**config.mk**
```make
export PLATFORM = sky130hd
export DESIGN_NAME = codec_capture_conditioner_flat
export DESIGN_NICKNAME = d
export VERILOG_FILES = /design/src/rtl/codec_capture_conditioner_if.sv /design/src/rtl/codec_capture_conditioner.sv /design/src/flat_wrapper.sv
export SDC_FILE = /design/constraint.sdc
export NUM_CORES = 1
export LEC_CHECK = 0
export ABC_AREA = 1
export ABC_CLOCK_PERIOD_IN_PS = 4300
export CORE_AREA = 2 2 87 89
export DETAILED_ROUTE_END_ITERATION = 12
export DIE_AREA = 0 0 89 91
export GPL_TIMING_DRIVEN = 0
export PLACE_DENSITY = 0.92
export SLEW_MARGIN = 20
export SYNTH_ARGS = -nofsm -noshare
export SYNTH_HDL_FRONTEND = slang
export SYNTH_SLANG_ARGS = --single-unit
```
**constraint.sdc**
```tcl
create_clock -name clk -period 4.3 [get_ports clk]
set_input_delay 0.86 -clock clk [delete_from_list [all_inputs] [get_ports clk]]
set_output_delay 0.86 -clock clk [all_outputs]
set_load 0.02 [all_outputs]
```
**src/rtl/codec_capture_conditioner_if.sv**
```systemverilog
// Signal bundle between the AC97 record path, the capture conditioner and its 100 MHz consumer.
// The slave modport is the conditioner's view; the master modport is the codec/consumer side.
interface codec_capture_conditioner_if #(
    parameter int DEPTH = 4,
    parameter int CNT_W = 8
);
    logic                     new_frame;
    logic [15:0]              adc_sample;
    logic [15:0]              sample_out;
    logic                     sample_valid;
    logic                     sample_ready;
    logic                     frame_tick;
    logic [$clog2(DEPTH):0]   fill_level;
    logic                     overflow;
    logic [CNT_W-1:0]         drop_count;
    logic                     overflow_clear;

    modport slave (
        input  new_frame, adc_sample, sample_ready, overflow_clear,
        output sample_out, sample_valid, frame_tick, fill_level, overflow, drop_count
    );

    modport master (
        output new_frame, adc_sample, sample_ready, overflow_clear,
        input  sample_out, sample_valid, frame_tick, fill_level, overflow, drop_count
    );
endinterface

```
**src/rtl/codec_capture_conditioner.sv**
```systemverilog
// Captures one AC97 ADC sample per new_frame after a fixed settling delay and buffers it in a
// first-word-fall-through FIFO with valid/ready output and sticky drop accounting.
module codec_capture_conditioner #(
    parameter int DEPTH         = 4,
    parameter int CAPTURE_DELAY = 2,
    parameter int CNT_W         = 8
) (
    input  logic                        clk,
    input  logic                        reset,
    codec_capture_conditioner_if.slave  bus
);
    localparam int         AW       = $clog2(DEPTH);
    localparam logic [7:0] DELAY_M1 = 8'((CAPTURE_DELAY > 0) ? CAPTURE_DELAY - 1 : 0);

    typedef enum logic [1:0] {S_IDLE, S_WAIT, S_CAPTURE, S_HOLD} state_t;

    state_t           r_state, w_state_next;
    logic [7:0]       r_cnt, w_cnt_next;
    logic             r_prev_nf;
    logic [15:0]      r_mem [DEPTH];
    logic [AW-1:0]    r_wr_ptr, r_rd_ptr;
    logic [AW:0]      r_count;
    logic             r_overflow;
    logic [CNT_W-1:0] r_drop_count;

    logic w_rise, w_push, w_pop, w_full, w_write, w_drop;

    assign w_rise = bus.new_frame & ~r_prev_nf;

    // The counter is loaded with DELAY-1 so that CAPTURE lands exactly DELAY cycles after the rise.
    always_comb begin
        // NOTE: every output of this block gets a default first, so no path can infer a latch.
        w_state_next = r_state;
        w_cnt_next   = r_cnt;
        w_push       = 1'b0;
        case (r_state)
            S_IDLE: begin
                if (w_rise) begin
                    if (CAPTURE_DELAY == 0) begin
                        w_push       = 1'b1;
                        w_state_next = S_HOLD;
                    end else if (CAPTURE_DELAY == 1) begin
                        w_state_next = S_CAPTURE;
                    end else begin
                        w_state_next = S_WAIT;
                        w_cnt_next   = DELAY_M1;
                    end
                end
            end
            S_WAIT: begin
                if (!bus.new_frame)       w_state_next = S_IDLE;
                else if (r_cnt == 8'd1)   w_state_next = S_CAPTURE;
                else                      w_cnt_next   = r_cnt - 8'd1;
            end
            S_CAPTURE: begin
                w_push       = 1'b1;
                w_state_next = bus.new_frame ? S_HOLD : S_IDLE;
            end
            S_HOLD: begin
                if (!bus.new_frame) w_state_next = S_IDLE;
            end
            default: w_state_next = S_IDLE;
        endcase
    end

    // A full FIFO still accepts a push when the head leaves in the same cycle.
    assign w_full  = (r_count == (AW+1)'(DEPTH));
    assign w_pop   = (r_count != '0) & bus.sample_ready;
    assign w_write = w_push & (~w_full | w_pop);
    assign w_drop  = w_push & w_full & ~w_pop;

    always_ff @(posedge clk or posedge reset) begin
        if (reset) begin
            r_state      <= S_IDLE;
            r_cnt        <= '0;
            r_prev_nf    <= 1'b1;
            r_wr_ptr     <= '0;
            r_rd_ptr     <= '0;
            r_count      <= '0;
            r_overflow   <= 1'b0;
            r_drop_count <= '0;
        end else begin
            // NOTE: state is updated with non-blocking assignments so every register sees pre-edge values.
            r_state   <= w_state_next;
            r_cnt     <= w_cnt_next;
            r_prev_nf <= bus.new_frame;
            if (w_write) r_wr_ptr <= r_wr_ptr + AW'(1);
            if (w_pop)   r_rd_ptr <= r_rd_ptr + AW'(1);
            case ({w_write, w_pop})
                2'b10:   r_count <= r_count + (AW+1)'(1);
                2'b01:   r_count <= r_count - (AW+1)'(1);
                default: r_count <= r_count;
            endcase
            if (bus.overflow_clear) begin
                r_overflow   <= w_drop;
                r_drop_count <= CNT_W'(w_drop);
            end else if (w_drop) begin
                r_overflow <= 1'b1;
                if (r_drop_count != '1) r_drop_count <= r_drop_count + CNT_W'(1);
            end
        end
    end

    // NOTE: the sample array is deliberately not reset; pointers and count alone decide what is valid.
    always_ff @(posedge clk) begin
        if (w_write) r_mem[r_wr_ptr] <= bus.adc_sample;
    end

    assign bus.sample_out   = (r_count != '0) ? r_mem[r_rd_ptr] : 16'h0000;
    assign bus.sample_valid = (r_count != '0);
    assign bus.frame_tick   = w_push;
    assign bus.fill_level   = r_count;
    assign bus.overflow     = r_overflow;
    assign bus.drop_count   = r_drop_count;
endmodule

```
**src/flat_wrapper.sv**
```systemverilog
// flat-port wrapper written by rule: the top's interface ports become plain ports
module codec_capture_conditioner_flat 
#(
    parameter int DEPTH         = 4,
    parameter int CAPTURE_DELAY = 2,
    parameter int CNT_W         = 8
)
  (clk, reset, bus_new_frame, bus_adc_sample, bus_sample_ready, bus_overflow_clear, bus_sample_out, bus_sample_valid, bus_frame_tick, bus_fill_level, bus_overflow, bus_drop_count);
  codec_capture_conditioner_if #(.DEPTH(DEPTH), .CNT_W(CNT_W)) bus_i ();
  input  logic clk;
  input  logic reset;
  input wire logic [$bits(bus_i.new_frame)-1:0] bus_new_frame;
  input wire logic [$bits(bus_i.adc_sample)-1:0] bus_adc_sample;
  input wire logic [$bits(bus_i.sample_ready)-1:0] bus_sample_ready;
  input wire logic [$bits(bus_i.overflow_clear)-1:0] bus_overflow_clear;
  output wire logic [$bits(bus_i.sample_out)-1:0] bus_sample_out;
  output wire logic [$bits(bus_i.sample_valid)-1:0] bus_sample_valid;
  output wire logic [$bits(bus_i.frame_tick)-1:0] bus_frame_tick;
  output wire logic [$bits(bus_i.fill_level)-1:0] bus_fill_level;
  output wire logic [$bits(bus_i.overflow)-1:0] bus_overflow;
  output wire logic [$bits(bus_i.drop_count)-1:0] bus_drop_count;
  assign bus_i.new_frame = bus_new_frame;
  assign bus_i.adc_sample = bus_adc_sample;
  assign bus_i.sample_ready = bus_sample_ready;
  assign bus_i.overflow_clear = bus_overflow_clear;
  assign bus_sample_out = bus_i.sample_out;
  assign bus_sample_valid = bus_i.sample_valid;
  assign bus_frame_tick = bus_i.frame_tick;
  assign bus_fill_level = bus_i.fill_level;
  assign bus_overflow = bus_i.overflow;
  assign bus_drop_count = bus_i.drop_count;
  codec_capture_conditioner #(.DEPTH(DEPTH), .CAPTURE_DELAY(CAPTURE_DELAY), .CNT_W(CNT_W)) u_core (.clk(clk), .reset(reset), .bus(bus_i));
endmodule
```
Word-level counts from Yosys, hierarchy flattened --
Memories as Yosys holds them, arrays and structs flattened. Index checks and enable logic that the tools add are counted.
Word-level totals: register bits 27, memories 1, RAM bits 64, bits of input ports 21, output and inout port bits 30, word-level logic and storage cells 66
Memories:
- u_core.r_mem | words 4, bits a word 16, read ports 1, clocked after memory_dff 0, write ports 1, RTL line codec_capture_conditioner.sv:20 | logic [15:0] r_mem [DEPTH];
Operators by class: equal/unequal tests 13, bitwise operators 9, mux-type cells 20, reductions and logical operators 9, add/subtract/negate cells 6
Operators with widths (count):
- two-way mux 8 bit | 6
- two-way mux 16 bit | 1
- one-hot mux 8 bit (2 select lines) | 1
- two-way mux 2 bit | 5
- adder 8 x 1 -> 8 bit (second input constant) | 1
- == test 8 x 1 -> 1 bit (second input constant) | 1
- != test 8 bit (second input constant) | 1
- one-hot mux 2 bit (4 select lines) | 1
- nonzero test 2 bit | 4
- subtractor 8 x 1 -> 8 bit (second input constant) | 1
- == test 2 bit (second input constant) | 3
- != test 2 bit (second input constant) | 3
- one-hot mux 3 bit (2 select lines) | 1
- bitwise AND 1 bit | 5
- two-way mux 1 bit | 5
- adder 2 x 1 -> 2 bit (second input constant) | 2
- == test 2 x 1 -> 1 bit (second input constant) | 2
- AND reduction 4 bit | 1
- adder 3 x 1 -> 3 bit (second input constant) | 1
- == test 3 bit (second input constant) | 1
- != test 3 x 2 -> 1 bit (second input constant) | 1
- inverter 1 bit | 3
- AND reduction 3 bit | 1
- nonzero test 3 bit | 1
- 5 further kinds | 5

Longest topological paths before layout --
word-level depth 6, depth in mapped cells 10, mapped depth without buffers 10

Worst setup path before layout --
Ideal clock, no wire load.
path kind reg2out, start point register u_core.r_count[0], in the netlist u_core.bus.fill_level[0], end point output bus_sample_out[10], path slack 1.973 ns, cell stages (with the launch flop) 6, data arrival time 1.467 ns, path buffers 1, data required time 3.440 ns, cells stage by stage dfrtp_1 > nor2_1 > nand2_1 > inv_1 > buf_2 > a21oi_1
Between the ends: word-level cells in the longest chain between the ends 2
Ends and longest elaborated chain:
- from (decl) | RTL line codec_capture_conditioner.sv:22 | logic [AW:0] r_count;
- from (signal assigned) | RTL line codec_capture_conditioner.sv:90 | 2'b10: r_count <= r_count + (AW+1)'(1);
- from (signal assigned) | RTL line codec_capture_conditioner.sv:91 | 2'b01: r_count <= r_count - (AW+1)'(1);
- from (signal assigned) | RTL line codec_capture_conditioner.sv:92 | default: r_count <= r_count;
- nonzero test 3 bit
- net bus_sample_valid | RTL line flat_wrapper.sv:17 | output wire logic [$bits(bus_i.sample_valid)-1:0] bus_sample_valid;
- two-way mux 16 bit | RTL line codec_capture_conditioner.sv:109 | assign bus.sample_out = (r_count != '0) ? r_mem[r_rd_ptr] : 16'h0000;
- to (decl) | RTL line flat_wrapper.sv:16 | output wire logic [$bits(bus_i.sample_out)-1:0] bus_sample_out;
The timed path passes the listed nets, and every way through them passes these cells.

Worst setup path after layout --
start point register u_core.r_rd_ptr[0], end point output bus_sample_out[8]
Between the ends: word-level cells in the longest chain between the ends 2
Ends and longest elaborated chain:
- from (decl) | RTL line codec_capture_conditioner.sv:21 | logic [AW-1:0] r_wr_ptr, r_rd_ptr;
- from (signal assigned) | RTL line codec_capture_conditioner.sv:88 | if (w_pop) r_rd_ptr <= r_rd_ptr + AW'(1);
- memory read (4 x 16 bit)
- two-way mux 16 bit | RTL line codec_capture_conditioner.sv:109
No other way between the ends.

==> flow_summary.yaml <==
die:
  die_w_microns: 89
  dieArea_sq_mm: 0.00810
  core_sq_mm: 0.00714
  fp.dieH_microns: 91
  ioPinCount: 51
  initial_utilization: 0.578
  rows: 31
worst_setup_path:
  path_depth: 6
  r2r_cells: 9
  rrSetupSlack_ps: 2080
  endpoint_kind: "output pin"
  worstReg2RegStart: "u_core.bus.fill_level[1]$_DFFE_PP0P_"
  path_max_fanout: 10
  cp_cell_sequence: "buf_2 -> inv_2 -> clkbuf_1 -> o21ai_0 -> a21oi_1 -> clkdlybuf4s50_1"
  critPathSlowestCell: "clkdlybuf4s50_1"
  arrival_ps: 2390
  cpLargestDelayFamily: "buffers and inverters"
  rr_endpoint: "u_core.bus.fill_level[2]$_DFFE_PP0P_"
  crit_required_ps: 3440
  worstSetupPathType: "reg -> out"
  startpoint_type: "flop"
  path_buf_inv: 4
  crit_path_max_incr_delay_ps: 640
timing:
  rsz0062_at_grt: "no"
  skew_ps: 14.5
  fin_crit_sh: 0.756
  timing.slew.headroom: 0.376
  clock.fmax_ghz: 0.308
  setup_viol: 0
  period_needed_ps: 3250
  final_max_slew_viol_count: 0
  tns_ps: 0
  worst_slew_pin_slew_ps: 935
  hold_violations: 0
yosys:
  netlist_top_cells_area: "edfxtp_1 47%, dfrtp_1 16%, nor2_1 8.3%, o21ai_0 5.0%, nand2_1 4.3%"
  synth_seq_cells: 91
  postSynthCellCount: 403
  synth_nets: 433
  ys_warn_count: 0
  synth_edf_count: 64
  synthArstFlopShare: 0.297
  synth_top_cell_by_area: "edfxtp_1"
  syn_area_sq_mm: 0.00412
  synthMostInstantiatedCell: "nor2_1"
  yosysSeqAreaShare: 0.630
  synth_top_cell_area_share: 0.466
  synth.avg_cell_area_sq_um: 10.2
  ys_types: 29
  synth_ff_type: "edfxtp_1"
  synthTopCellsByCount: "91 x nor2_1, 64 x edfxtp_1, 47 x nand2_1, 41 x o21ai_0, 37 x inv_1"
clock_network:
  clkTransAtPathRegs_ps: 90
  cts_setup_buffers: 0
  ctsResizeCount: 0
  h-tree-depth: 3
  cts_made_buffers: 9
  ctsRootBufferMaster: "clkbuf_8"
  clock_path_buffers: 2
  clock_sinks: 91
  ctsHoldBuffers: 0
  clk_latency_ps: 360
  cts_tree: "yes"
final_layout:
  regArea_sq_mm: 0.00260
  drive_above_1_share: 0.117
  layout.nets: 494
  multiInputGateArea_sq_mm: 0.00132
  diodes: 0
  area_growth_pct: 20.4
  n_fill_cell: 547
grt:
  grt_pass1_wl_mm: 13.9
  antenna_found_initial: 0
  grt_pass1_vias: 3041
  grt_start_max_net_pins: 28
  grt_usage: 0.224
  grt-ovfl-total: 0
drt:
  ant_nets: 0
  drt_wl_total_mm: 8.46
  drc_errors: 0
  firstDrtPassIters: 5
  vias: 3032
  viasPerCell: 5.34
  avgRoutedWirePerCell_microns: 14.9
  first_iter_violations: 125
power_and_ir_drop:
  p_seq_frac: 0.353
  power_frac_comb: 0.459
  power.internal_w: 0.00189
  peakVddDrop_uv: 401
  leakagePower_nw: 1.96
  swShare: 0.404
  total_power_w: 0.00317
  powerDensity_mw_per_mm2: 639
  p_switching_w: 0.00128
  p_clk_frac: 0.188
place:
  port_buffers: 50
  gp_congestion: 0.824
  hpwl_mm: 5.77
run:
  drv_cap: 0
min_path:
  hp-class: "reg -> reg"
  worstHoldStart: "u_core.bus.overflow$_DFFE_PP0P_"
  min_to: "u_core.bus.overflow$_DFFE_PP0P_"
  min_delay_path_depth: 2
status:
  status: "completed"
metrics by stage:
step                      utilization  hold slack [ps]  cells  cell area [sq um]  worst slack (ps)
after floorplan                     -              497    403               4120              1970
after global placement          0.665              475    552               4750              1030
after detailed placement        0.667              492    552               4760              1290
after CTS                       0.695              517    568               4960              1030
after global routing            0.695              529    568               4960               887
final                           0.695              519    568               4960              1050
power groups by stage:
stage                     logic (W)  clock network, W  registers, W
after CTS                   0.00146          0.000601       0.00112
after floorplan            0.000909                 0       0.00114
after detailed placement    0.00145                 0       0.00114
after global routing        0.00161          0.000640       0.00113
after global placement      0.00139                 0       0.00113
final                       0.00145          0.000597       0.00112
area by class of cell:
cell class,instances,share of cell area
clock buffer,9,0.0250
buffer,12,0.0124
sequential,91,0.524
timing repair buffer,50,0.101
multi-input combinational,260,0.266
tap,99,0.0250
clock inverter,7,0.0166
inverter,40,0.0302
layout by cell type, fill, tap and decap left out, types with 3 or more instances in the layout:
| master | n |
|---|---|
| edfxtp_1 | 64 |
| ha_1 | 8 |
| nand2_1 | 47 |
| dfrtp_1 | 26 |
| nand3_1 | 18 |
| nor2_1 | 87 |
| clkbuf_1 | 3 |
| clkdlybuf4s50_1 | 50 |
| o21ai_0 | 41 |
| xor2_1 | 5 |
| nor2_2 | 6 |
| nor2_4 | 4 |
| clkbuf_8 | 9 |
| nand2_2 | 7 |
| o21ai_2 | 6 |
| a21oi_1 | 18 |
| inv_2 | 4 |
| buf_2 | 7 |
| inv_1 | 36 |
metal layers:
layer  global-route usage  vias to the layer above  share of wire
met4               0.0622                        0          0.011
met1                0.294                     1440           0.41
met2                0.384                      126           0.50
met5                    0                        -              0
met3               0.0336                        9          0.078
li1                     -                     1457              -
state kept, by name, summed over array words and instances, names as in the netlist:
signal,count
u_core.bus.drop_count,8
u_core.bus.fill_level,3
u_core.bus.overflow,1
u_core.r_cnt,8
u_core.r_mem,64
u_core.r_prev_nf,1
u_core.r_rd_ptr,2
u_core.r_state,2
u_core.r_wr_ptr,2
kinds of logic after synthesis:
kind of cell    after synthesis  synth area share
simple gates                175             0.184
flops                        91             0.630
compound gates               69            0.0904
buf+inv                      52            0.0513
fa+ha+maj                     9            0.0291
xor+xnor                      7            0.0149
worst min-delay path, cell delays in order (launching register included):
cell and delay [ps]:
dfrtp_1 360, nand2_1 60, nand2_1 60
how the worst max path moves through the flow:
| stage | startpoint | end | slack (ps) |
|---|---|---|---|
| floorplan | u_core.bus.fill_level[0]$_DFFE_PP0P_ | bus_sample_out[10] | 1970 |
| detailed placement | bus_sample_ready | u_core.bus.fill_level[2]$_DFFE_PP0P_ | 1290 |
| finish | u_core.r_rd_ptr[0]$_DFFE_PP0P_ | bus_sample_out[8] | 1050 |
| CTS | u_core.r_rd_ptr[0]$_DFFE_PP0P_ | bus_sample_out[1] | 1030 |
| global route | u_core.bus.fill_level[1]$_DFFE_PP0P_ | bus_sample_out[5] | 890 |
| global placement | bus_sample_ready | u_core.r_mem[3][7]$_DFFE_PP_ | 1030 |
(Power assumes the default switching activity.)
